===== config.mk =====
export PLATFORM = sky130hd
export DESIGN_NAME = mem_port_arbiter
export DESIGN_NICKNAME = d
export VERILOG_FILES = /design/src/rtl/mem_port_arbiter.sv
export SDC_FILE = /design/constraint.sdc
export NUM_CORES = 1
export LEC_CHECK = 0
export BUFFER_PORTS_ARGS = -buffer_cell sky130_fd_sc_hd__buf_4
export CAP_MARGIN = 20
export CORE_MARGIN = 5
export CORE_UTILIZATION = 48
export DETAILED_ROUTE_END_ITERATION = 7
export MAX_ROUTING_LAYER = met4
export PLACE_DENSITY = 0.8
export SYNTH_ARGS = -nofsm -noshare
export SYNTH_HDL_FRONTEND = slang
export SYNTH_SLANG_ARGS = --single-unit

===== constraint.sdc =====
create_clock -name clk -period 1.9 [get_ports clk]
set_input_delay 0.19 -clock clk [delete_from_list [all_inputs] [get_ports clk]]
set_output_delay 0.19 -clock clk [all_outputs]
set_load 0.005 [all_outputs]

===== src/rtl/mem_port_arbiter.sv =====
//------------------------------------------------------------------------------
// mem_port_arbiter
//   Shares the single-port instruction/data memory between the CPU and the
//   debug/program-loader port. Each access runs a fixed wait-state window,
//   returns registered read data and pulses the winner's acknowledge.
//   Revision: 1.0 - initial release
//------------------------------------------------------------------------------
`timescale 1ns/1ps
`default_nettype none

module mem_port_arbiter #(
    parameter int AWIDTH       = 5,
    parameter int DWIDTH       = 8,
    parameter int WAIT_STATES  = 1,
    parameter int STARVE_LIMIT = 4
) (
    input  logic              clk,
    input  logic              rst,
    input  logic              cpu_req,
    input  logic              cpu_we,
    input  logic [AWIDTH-1:0] cpu_addr,
    input  logic [DWIDTH-1:0] cpu_wdata,
    input  logic              cpu_halt,
    output logic [DWIDTH-1:0] cpu_rdata,
    output logic              cpu_ack,
    input  logic              dbg_req,
    input  logic              dbg_we,
    input  logic [AWIDTH-1:0] dbg_addr,
    input  logic [DWIDTH-1:0] dbg_wdata,
    output logic [DWIDTH-1:0] dbg_rdata,
    output logic              dbg_ack,
    output logic [AWIDTH-1:0] mem_addr,
    output logic [DWIDTH-1:0] mem_wdata,
    output logic              mem_rd,
    output logic              mem_wr,
    input  logic [DWIDTH-1:0] mem_rdata,
    output logic              grant_dbg
);

    localparam logic [2:0] WAIT_INIT  = 3'(WAIT_STATES);
    localparam logic [3:0] STARVE_MAX = 4'(STARVE_LIMIT);

    typedef enum logic [1:0] {
        IDLE   = 2'd0,
        ACCESS = 2'd1,
        DONE   = 2'd2
    } state_t;

    state_t      state;
    state_t      state_next;
    logic [2:0]  wait_cnt;
    logic [3:0]  starve_cnt;
    logic        we_lat;     // latched write/read direction of the winner
    logic        owner_dbg;  // latched winner identity (1 = debug)
    logic        dbg_win;
    logic        cpu_win;
    logic        access_end;

    // Arbitration and next-state decode; requests are only sampled in IDLE
    always_comb begin
        dbg_win    = 1'b0;
        cpu_win    = 1'b0;
        access_end = 1'b0;
        state_next = state;
        case (state)
            IDLE: begin
                dbg_win = dbg_req && (cpu_halt || !cpu_req || (starve_cnt == STARVE_MAX));
                cpu_win = cpu_req && !dbg_win;
                if (dbg_win || cpu_win) begin
                    state_next = ACCESS;
                end
            end
            ACCESS: begin
                access_end = (wait_cnt == 3'd0);
                if (access_end) begin
                    state_next = DONE;
                end
            end
            DONE:    state_next = IDLE;
            default: state_next = IDLE;
        endcase
    end

    // State register; reset abandons any in-flight access
    always_ff @(posedge clk or posedge rst) begin
        if (rst) begin
            state <= IDLE;
        end else begin
            state <= state_next;
        end
    end

    // Latch the winner's request and run the wait-state countdown
    always_ff @(posedge clk or posedge rst) begin
        if (rst) begin
            mem_addr  <= '0;
            mem_wdata <= '0;
            we_lat    <= 1'b0;
            owner_dbg <= 1'b0;
            wait_cnt  <= 3'd0;
        end else if (dbg_win || cpu_win) begin
            mem_addr  <= dbg_win ? dbg_addr  : cpu_addr;
            mem_wdata <= dbg_win ? dbg_wdata : cpu_wdata;
            we_lat    <= dbg_win ? dbg_we    : cpu_we;
            owner_dbg <= dbg_win;
            wait_cnt  <= WAIT_INIT;
        end else if ((state == ACCESS) && !access_end) begin
            wait_cnt  <= wait_cnt - 3'd1;
        end
    end

    // Capture read data into the winner's register on the last access edge
    always_ff @(posedge clk or posedge rst) begin
        if (rst) begin
            cpu_rdata <= '0;
            dbg_rdata <= '0;
        end else if (access_end && !we_lat) begin
            if (owner_dbg) begin
                dbg_rdata <= mem_rdata;
            end else begin
                cpu_rdata <= mem_rdata;
            end
        end
    end

    // Count debug arbitration losses, saturating; a debug grant clears it
    always_ff @(posedge clk or posedge rst) begin
        if (rst) begin
            starve_cnt <= 4'd0;
        end else if (dbg_win) begin
            starve_cnt <= 4'd0;
        end else if (cpu_win && dbg_req && (starve_cnt != STARVE_MAX)) begin
            starve_cnt <= starve_cnt + 4'd1;
        end
    end

    assign mem_rd    = (state == ACCESS) && !we_lat;
    assign mem_wr    = (state == ACCESS) &&  we_lat;
    assign cpu_ack   = (state == DONE)   && !owner_dbg;
    assign dbg_ack   = (state == DONE)   &&  owner_dbg;
    assign grant_dbg = (state != IDLE)   &&  owner_dbg;

endmodule

`default_nettype wire

==> impl_metrics.env, run 1 <==
export IMPL_yosysWarnings=0
export IMPL_comb_power_share=0.446
export IMPL_die_h_um=72.4
export IMPL_powerDensity_mw_per_mm2=1520
export IMPL_worstReg2RegStart="wait_cnt[1]$_DFFE_PP0P_"
export IMPL_pin_count=75
export IMPL_run_status="complete, no violations"
export IMPL_cts_tree="built"
export IMPL_dp_hpwl_mm=3.46
export IMPL_viasPerCell=5.14
export IMPL_ant_nets=0
export IMPL_start_util=0.502
export IMPL_dp_slack_ns=0.0980
export IMPL_drc_errors=0
export IMPL_ir_worst_vdd_mv=0.866
export IMPL_routedWlPerCell_um=16.3
export IMPL_cts_clk_slew_worst_paths_ns=0.08
export IMPL_ys_seq_area_frac=0.536
export IMPL_antenna_found_initial=0
export IMPL_n_antenna_cell=0
export IMPL_ys_seq_elements=40
export IMPL_rows=22
export IMPL_synth_most_common_cell="dfrtp_1"
export IMPL_criticalPathCategory="register to register"
export IMPL_hold_violations=0
export IMPL_fin_crit_sh=0.949
export IMPL_grt_pass1_wl_mm=7.11
export IMPL_cts_htree_levels=2
export IMPL_fin_crit_ns=1.80
export IMPL_numCtsBuffers=5
export IMPL_worstSetupEndpointType="register"
export IMPL_clkPwrFrac=0.168
export IMPL_synth_area_top_cells="dfrtp_1 54%, mux2_2 21%, mux2_1 6.0%"
export IMPL_reg2reg_depth=6
export IMPL_netlist_area_mm2=0.00187
export IMPL_die_w_um=72.4
export IMPL_maxCapViolations=0
export IMPL_insertion_delay_ns=0.29
export IMPL_synth_fp_nets=185
export IMPL_cts_hold_buf=0
export IMPL_drt_first_pass_iters=4
export IMPL_r2r_end="cpu_rdata[0]$_DFFE_PP0P_"
export IMPL_tightest_slew_ns=0.493
export IMPL_drtIter0Drc=59
export IMPL_routabilityCongestion=0.761
export IMPL_cts_root_buf="clkbuf_8"
export IMPL_port_buffers=74
export IMPL_dieArea_mm2=0.00524
export IMPL_grt_max_degree=41
export IMPL_seq_power_share=0.386
export IMPL_p_int_w=0.00278
export IMPL_synth_commonest_cells="40 x dfrtp_1, 34 x mux2_2, 10 x mux2_1"
export IMPL_syn_inst=140
export IMPL_setup_tns_ns=0
export IMPL_grt_pass1_vias=1519
export IMPL_p_sw_frac=0.304
export IMPL_ys_dominant_reg_cell="dfrtp_1"
export IMPL_seqCellArea_mm2=0.00100
export IMPL_crit_path_start_kind="register"
export IMPL_fmax_ghz=0.555
export IMPL_switchingPower_w=0.00122
export IMPL_avgSynthCellArea_um2=13.3
export IMPL_synth_cell_types=31
export IMPL_cts_sinks=40
export IMPL_vias=1393
export IMPL_clock_skew_final_ns=0.00519
export IMPL_cp_arrival_ns=1.98
export IMPL_finalSetupViolCount=0
export IMPL_fin_ws_ns=0.0975
export IMPL_max_slew_margin_rel=0.672
export IMPL_fin_hold_ws_ns=0.0134
export IMPL_clk_path_buf_depth=2
export IMPL_core_area_mm2=0.00372
export IMPL_hold_class="primary input to asynchronous set/reset pin"
export IMPL_regToRegSetupSlack_ns=0.1
export IMPL_drv_slew=0
export IMPL_routed_wl_mm=4.42
export IMPL_grt_use_total=0.182
export IMPL_multi_input_area_um2=827
export IMPL_synthToLayoutAreaGrowth_pct=41.0
export IMPL_fill_cells=285
export IMPL_drive_gt1_frac=0.565
export IMPL_grt_overflow=0
export IMPL_yosys_area_top_type="dfrtp_1"
export IMPL_nets=267
export IMPL_required_ns=2.08
export IMPL_ys_async_sr_fraction=1.00
export IMPL_crit_path_max_fanout=8
export IMPL_synth_top_area_frac=0.536
export IMPL_p_leak_nw=1.24
export IMPL_synth_edf_count=0
[routing by layer]
metal / track usage / part of all wire
met5: - / 0
met4: 0.0438 / 0.011
met3: 0.0596 / 0.076
met2: 0.316 / 0.53
met1: 0.202 / 0.39
[cell families (layout without fill, tap and decap cells)]
group           count (synthesis)  in the layout  share of synthesized area
compound gates                 10             10                     0.0409
mux                            44             44                      0.265
flops                          40             40                      0.536
fa+ha+maj                       4              4                     0.0268
xor+xnor                        1              1                    0.00469
buf+inv                        12             95                     0.0302
simple gates                   29             29                     0.0958
[worst max path at each step]
stage | slack [ns] | startpoint | depth (start not counted) | endpoint
final | 0.1 | wait_cnt[1]$_DFFE_PP0P_ | 6 | cpu_rdata[0]$_DFFE_PP0P_
after global routing | -0.005 | wait_cnt[1]$_DFFE_PP0P_ | 6 | cpu_rdata[0]$_DFFE_PP0P_
after CTS | 0.08 | wait_cnt[0]$_DFFE_PP0P_ | 6 | cpu_rdata[0]$_DFFE_PP0P_
after detailed placement | 0.1 | wait_cnt[0]$_DFFE_PP0P_ | 5 | dbg_rdata[3]$_DFFE_PP0P_
after global placement | 0.18 | state[1]$_DFFE_PP0P_ | 4 | mem_addr[3]$_DFFE_PP0P_
after floorplan | 0.17 | state[1]$_DFFE_PP0P_ | 4 | mem_addr[0]$_DFFE_PP0P_
[cell usage in the layout (no fill, tap or decap), types with 4 or more instances in the layout]
master and count:
buf_4 78, dfrtp_1 40, mux2_2 34, mux2_1 10, inv_1 8, nand2_1 5, clkbuf_8 5, ha_1 4
[what timing repair did]
item | 4_1_cts | 5_1_grt
endpoints found under the setup margin | 0 | 8
resized for setup | 0 | 3
setup buffers | 0 | 0
[through the flow]
stage	utilization	std cells	instance area (µm²)	total power, W
after CTS	0.703	271	2610	0.00400
after floorplan	-	140	1870	0.00242
after detailed placement	0.674	263	2510	0.00333
after global placement	0.674	263	2510	0.00320
after global routing	0.708	271	2630	0.00428
final	0.708	271	2630	0.00399
[layout make-up]
class	count	area share
clock inverters	2	0.0133
inverters	8	0.0114
clock buffers	6	0.0276
repair buffers	79	0.230
multi-input cells	88	0.314
flip-flops and latches	40	0.380
well taps	48	0.0228
[critical path: stages (launching register included)]
cell	delay, ns
dfrtp_1	0.40
inv_1	0.07
ha_1	0.14
ha_1	0.22
nor4bb_4	0.31
buf_4	0.21
mux2_2	0.35
[power groups by stage]
stage / Combinational [W] / Sequential, W / Clock, W
2_1_floorplan: 0.000910 / 0.00151 / 0
3_3_place_gp: 0.00170 / 0.00150 / 0
3_5_place_dp: 0.00179 / 0.00154 / 0
4_1_cts: 0.00179 / 0.00153 / 0.000686
5_1_grt: 0.00195 / 0.00159 / 0.000733
6_report: 0.00178 / 0.00154 / 0.000672
[registers in the layout, summed over array words and instances, names as in the netlist]
name        count
cpu_rdata       8
dbg_rdata       8
mem_addr        5
mem_wdata       8
owner_dbg       1
starve_cnt      4
state           2
wait_cnt        3
we_lat          1
Power figures use the tool's default switching activity.
==> run 2, diff against run 1 <==
- ABC_AREA: unset -> 1
- CORE_UTILIZATION: 48 -> 49
- PLACE_DENSITY: 0.8 -> 0.81
==> impl_metrics.env, run 2 <==
export IMPL_yosysWarnings=0
export IMPL_numCtsBuffers=5
export IMPL_synth_fp_nets=305
export IMPL_ys_seq_elements=40
export IMPL_cpLargestDelayFamily="flip-flops"
export IMPL_synth_most_common_cell="nand2_1"
export IMPL_ctsResizeCount=0
export IMPL_final_common_cell="nand2_1"
export IMPL_cts_htree_levels=2
export IMPL_die_h_um=73.9
export IMPL_start_util=0.503
export IMPL_synth_cell_types=20
export IMPL_ant_nets=0
export IMPL_core_area_mm2=0.00397
export IMPL_cts_sinks=40
export IMPL_synth_edf_count=0
export IMPL_antenna_found_initial=0
export IMPL_routabilityCongestion=0.897
export IMPL_dieArea_mm2=0.00546
export IMPL_path_buf_inv=2
export IMPL_tightest_slew_ns=0.574
export IMPL_max_slew_margin_rel=0.617
export IMPL_cts_setup_buffers=0
export IMPL_drc_errors=0
export IMPL_cts_root_buf="clkbuf_8"
export IMPL_worstReg2RegStart="state[0]$_DFFE_PP0P_"
export IMPL_insertion_delay_ns=0.29
export IMPL_crit_path_max_fanout=12
export IMPL_hp_start="mem_rdata[2]"
export IMPL_rows=23
export IMPL_pin_count=75
export IMPL_cp_cell_sequence="inv_1 > nor3_1 > buf_4"
export IMPL_fin_hold_ws_ns=0.149
export IMPL_grt_use_total=0.206
export IMPL_ys_seq_area_frac=0.501
export IMPL_dp_cells=379
export IMPL_cts_clk_slew_worst_paths_ns=0.08
export IMPL_criticalPathCategory="register to output pin"
export IMPL_required_ns=1.71
export IMPL_crit_slowest_cell="dfrtp_1"
export IMPL_clock_skew_final_ns=0.00483
export IMPL_crit_path_start_kind="register"
export IMPL_ys_dominant_reg_cell="dfrtp_1"
export IMPL_max_stage_delay_ns=0.55
export IMPL_p_leak_nw=1.58
export IMPL_grt_pass1_vias=1927
export IMPL_routedWlPerCell_um=12.9
export IMPL_ys_async_sr_fraction=1.00
export IMPL_finalSetupViolCount=0
export IMPL_grt_overflow=0
export IMPL_worstSetupEndpointType="output pin"
export IMPL_port_buffers=74
export IMPL_cts_tree="built"
export IMPL_ir_worst_vdd_mv=0.638
export IMPL_syn_inst=260
export IMPL_clk_path_buf_depth=2
export IMPL_vias=1918
export IMPL_viasPerCell=4.94
export IMPL_cp_arrival_ns=1.57
export IMPL_nets=382
export IMPL_cts_hold_buf=1
export IMPL_avgSynthCellArea_um2=7.69
export IMPL_netlist_area_mm2=0.00200
export IMPL_maxCapViolations=0
export IMPL_fin_crit_ns=1.76
export IMPL_die_w_um=73.9
export IMPL_synth_commonest_cells="121 x nand2_1, 40 x dfrtp_1, 39 x nand3_1"
export IMPL_run_status="complete, no violations"
export IMPL_yosys_area_top_type="dfrtp_1"
export IMPL_drtIter0Drc=132
export IMPL_grt_max_degree=29
export IMPL_drv_slew=0
export IMPL_powerDensity_mw_per_mm2=1530
export IMPL_routed_wl_mm=5.01
export IMPL_instances_no_fill=388
export IMPL_synth_top_area_frac=0.501
export IMPL_dp_hpwl_mm=3.76
export IMPL_fmax_ghz=0.567
export IMPL_synth_area_top_cells="dfrtp_1 50%, nand2_1 23%, nand3_1 9.8%"
export IMPL_drt_first_pass_iters=5
export IMPL_hold_violations=0
export IMPL_fin_crit_sh=0.928
export IMPL_hold_class="primary input to register"
export IMPL_cp_startpoint="owner_dbg$_DFFE_PP0P_"
export IMPL_most_common_layout_cells="121 x nand2_1, 77 x buf_4, 40 x dfrtp_1"
export IMPL_reg_largest_list="cpu_rdata (8), dbg_rdata (8), mem_wdata (8)"
export IMPL_rsz0062_at_grt="false"
export IMPL_drive_gt1_frac=0.281
export IMPL_setup_tns_ns=0
export IMPL_synthToLayoutAreaGrowth_pct=36.7
export IMPL_n_antenna_cell=0
export IMPL_grt_pass1_wl_mm=8.44
## run 2: changes by cell type after synthesis, sizes merged, moves of 2 or more
cell    change
nand2     +117
mux2       -44
nand3      +36
inv        +21
nor2        +4
nor2b       -4
buf         +3
nor3        +3
nor3b       -3
a211oi      -2
and2        -2
clkbuf      +2
xor2        +2
## run 2: worst paths after layout
kind | end | slack [ns] | depth (start not counted)
max reg2reg | starve_cnt[2]$_DFFE_PP0P_ | 0.24 | 6
min | cpu_rdata[2]$_DFFE_PP0P_ | 0.15 | 3
max in group asynchronous | dbg_rdata[0]$_DFFE_PP0P_ | 0.82 | 4
max | dbg_ack | 0.14 | 3
min in group asynchronous | mem_wdata[7]$_DFFE_PP0P_ | 0.53 | 3
min reg2reg | dbg_rdata[2]$_DFFE_PP0P_ | 0.47 | 2
## run 2: logic make-up after synthesis
family | synth area share
AO/OA/AOI/OAI | 0.00500
XOR/XNOR | 0.00876
adder cells (fa/ha/maj) | 0.0250
buffers and inverters | 0.0857
flip-flops | 0.501
AND/OR/NAND/NOR | 0.375
## run 2: power breakdown
group / internal (W) / total [W] / switching [W]
Combinational: 0.000875 / 0.00184 / 0.000967
Sequential: 0.00128 / 0.00158 / 0.000305
Clock: 0.000463 / 0.000755 / 0.000291
## run 2: worst min-delay path: stages
cell     delay, ns
buf_4         0.09
nand3_1       0.07
nand2_1       0.06
## run 2: metal layers
layer  part of all wire  track usage  wire length (µm)  vias up
met2               0.49        0.344              2430       89
li1                   -            -                 -      955
met4             0.0052       0.0644                26        0
met1               0.43        0.245              2140      870
met3              0.082       0.0479               410        4
met5                  0            -                 0        -
## run 2: cell type report
cell class                 count  area (µm²)
fill                         349        1240
sequential                    40        1000
multi-input combinational    182         827
timing repair buffer          79         608
inverter                      29         109
clock buffer                   7        96.3
tap                           50        62.6
clock inverter                 1        30.0
## run 2: metrics by stage
stage / cell area, µm² / setup slack [ns] / power, W / util
3_3_place_gp: 2600 / 0.320 / 0.00337 / 0.654
3_5_place_dp: 2600 / 0.272 / 0.00345 / 0.654
2_1_floorplan: 2000 / 0.434 / 0.00259 / -
5_1_grt: 2730 / 0.0416 / 0.00456 / 0.688
6_report: 2730 / 0.137 / 0.00418 / 0.688
4_1_cts: 2730 / 0.164 / 0.00422 / 0.688
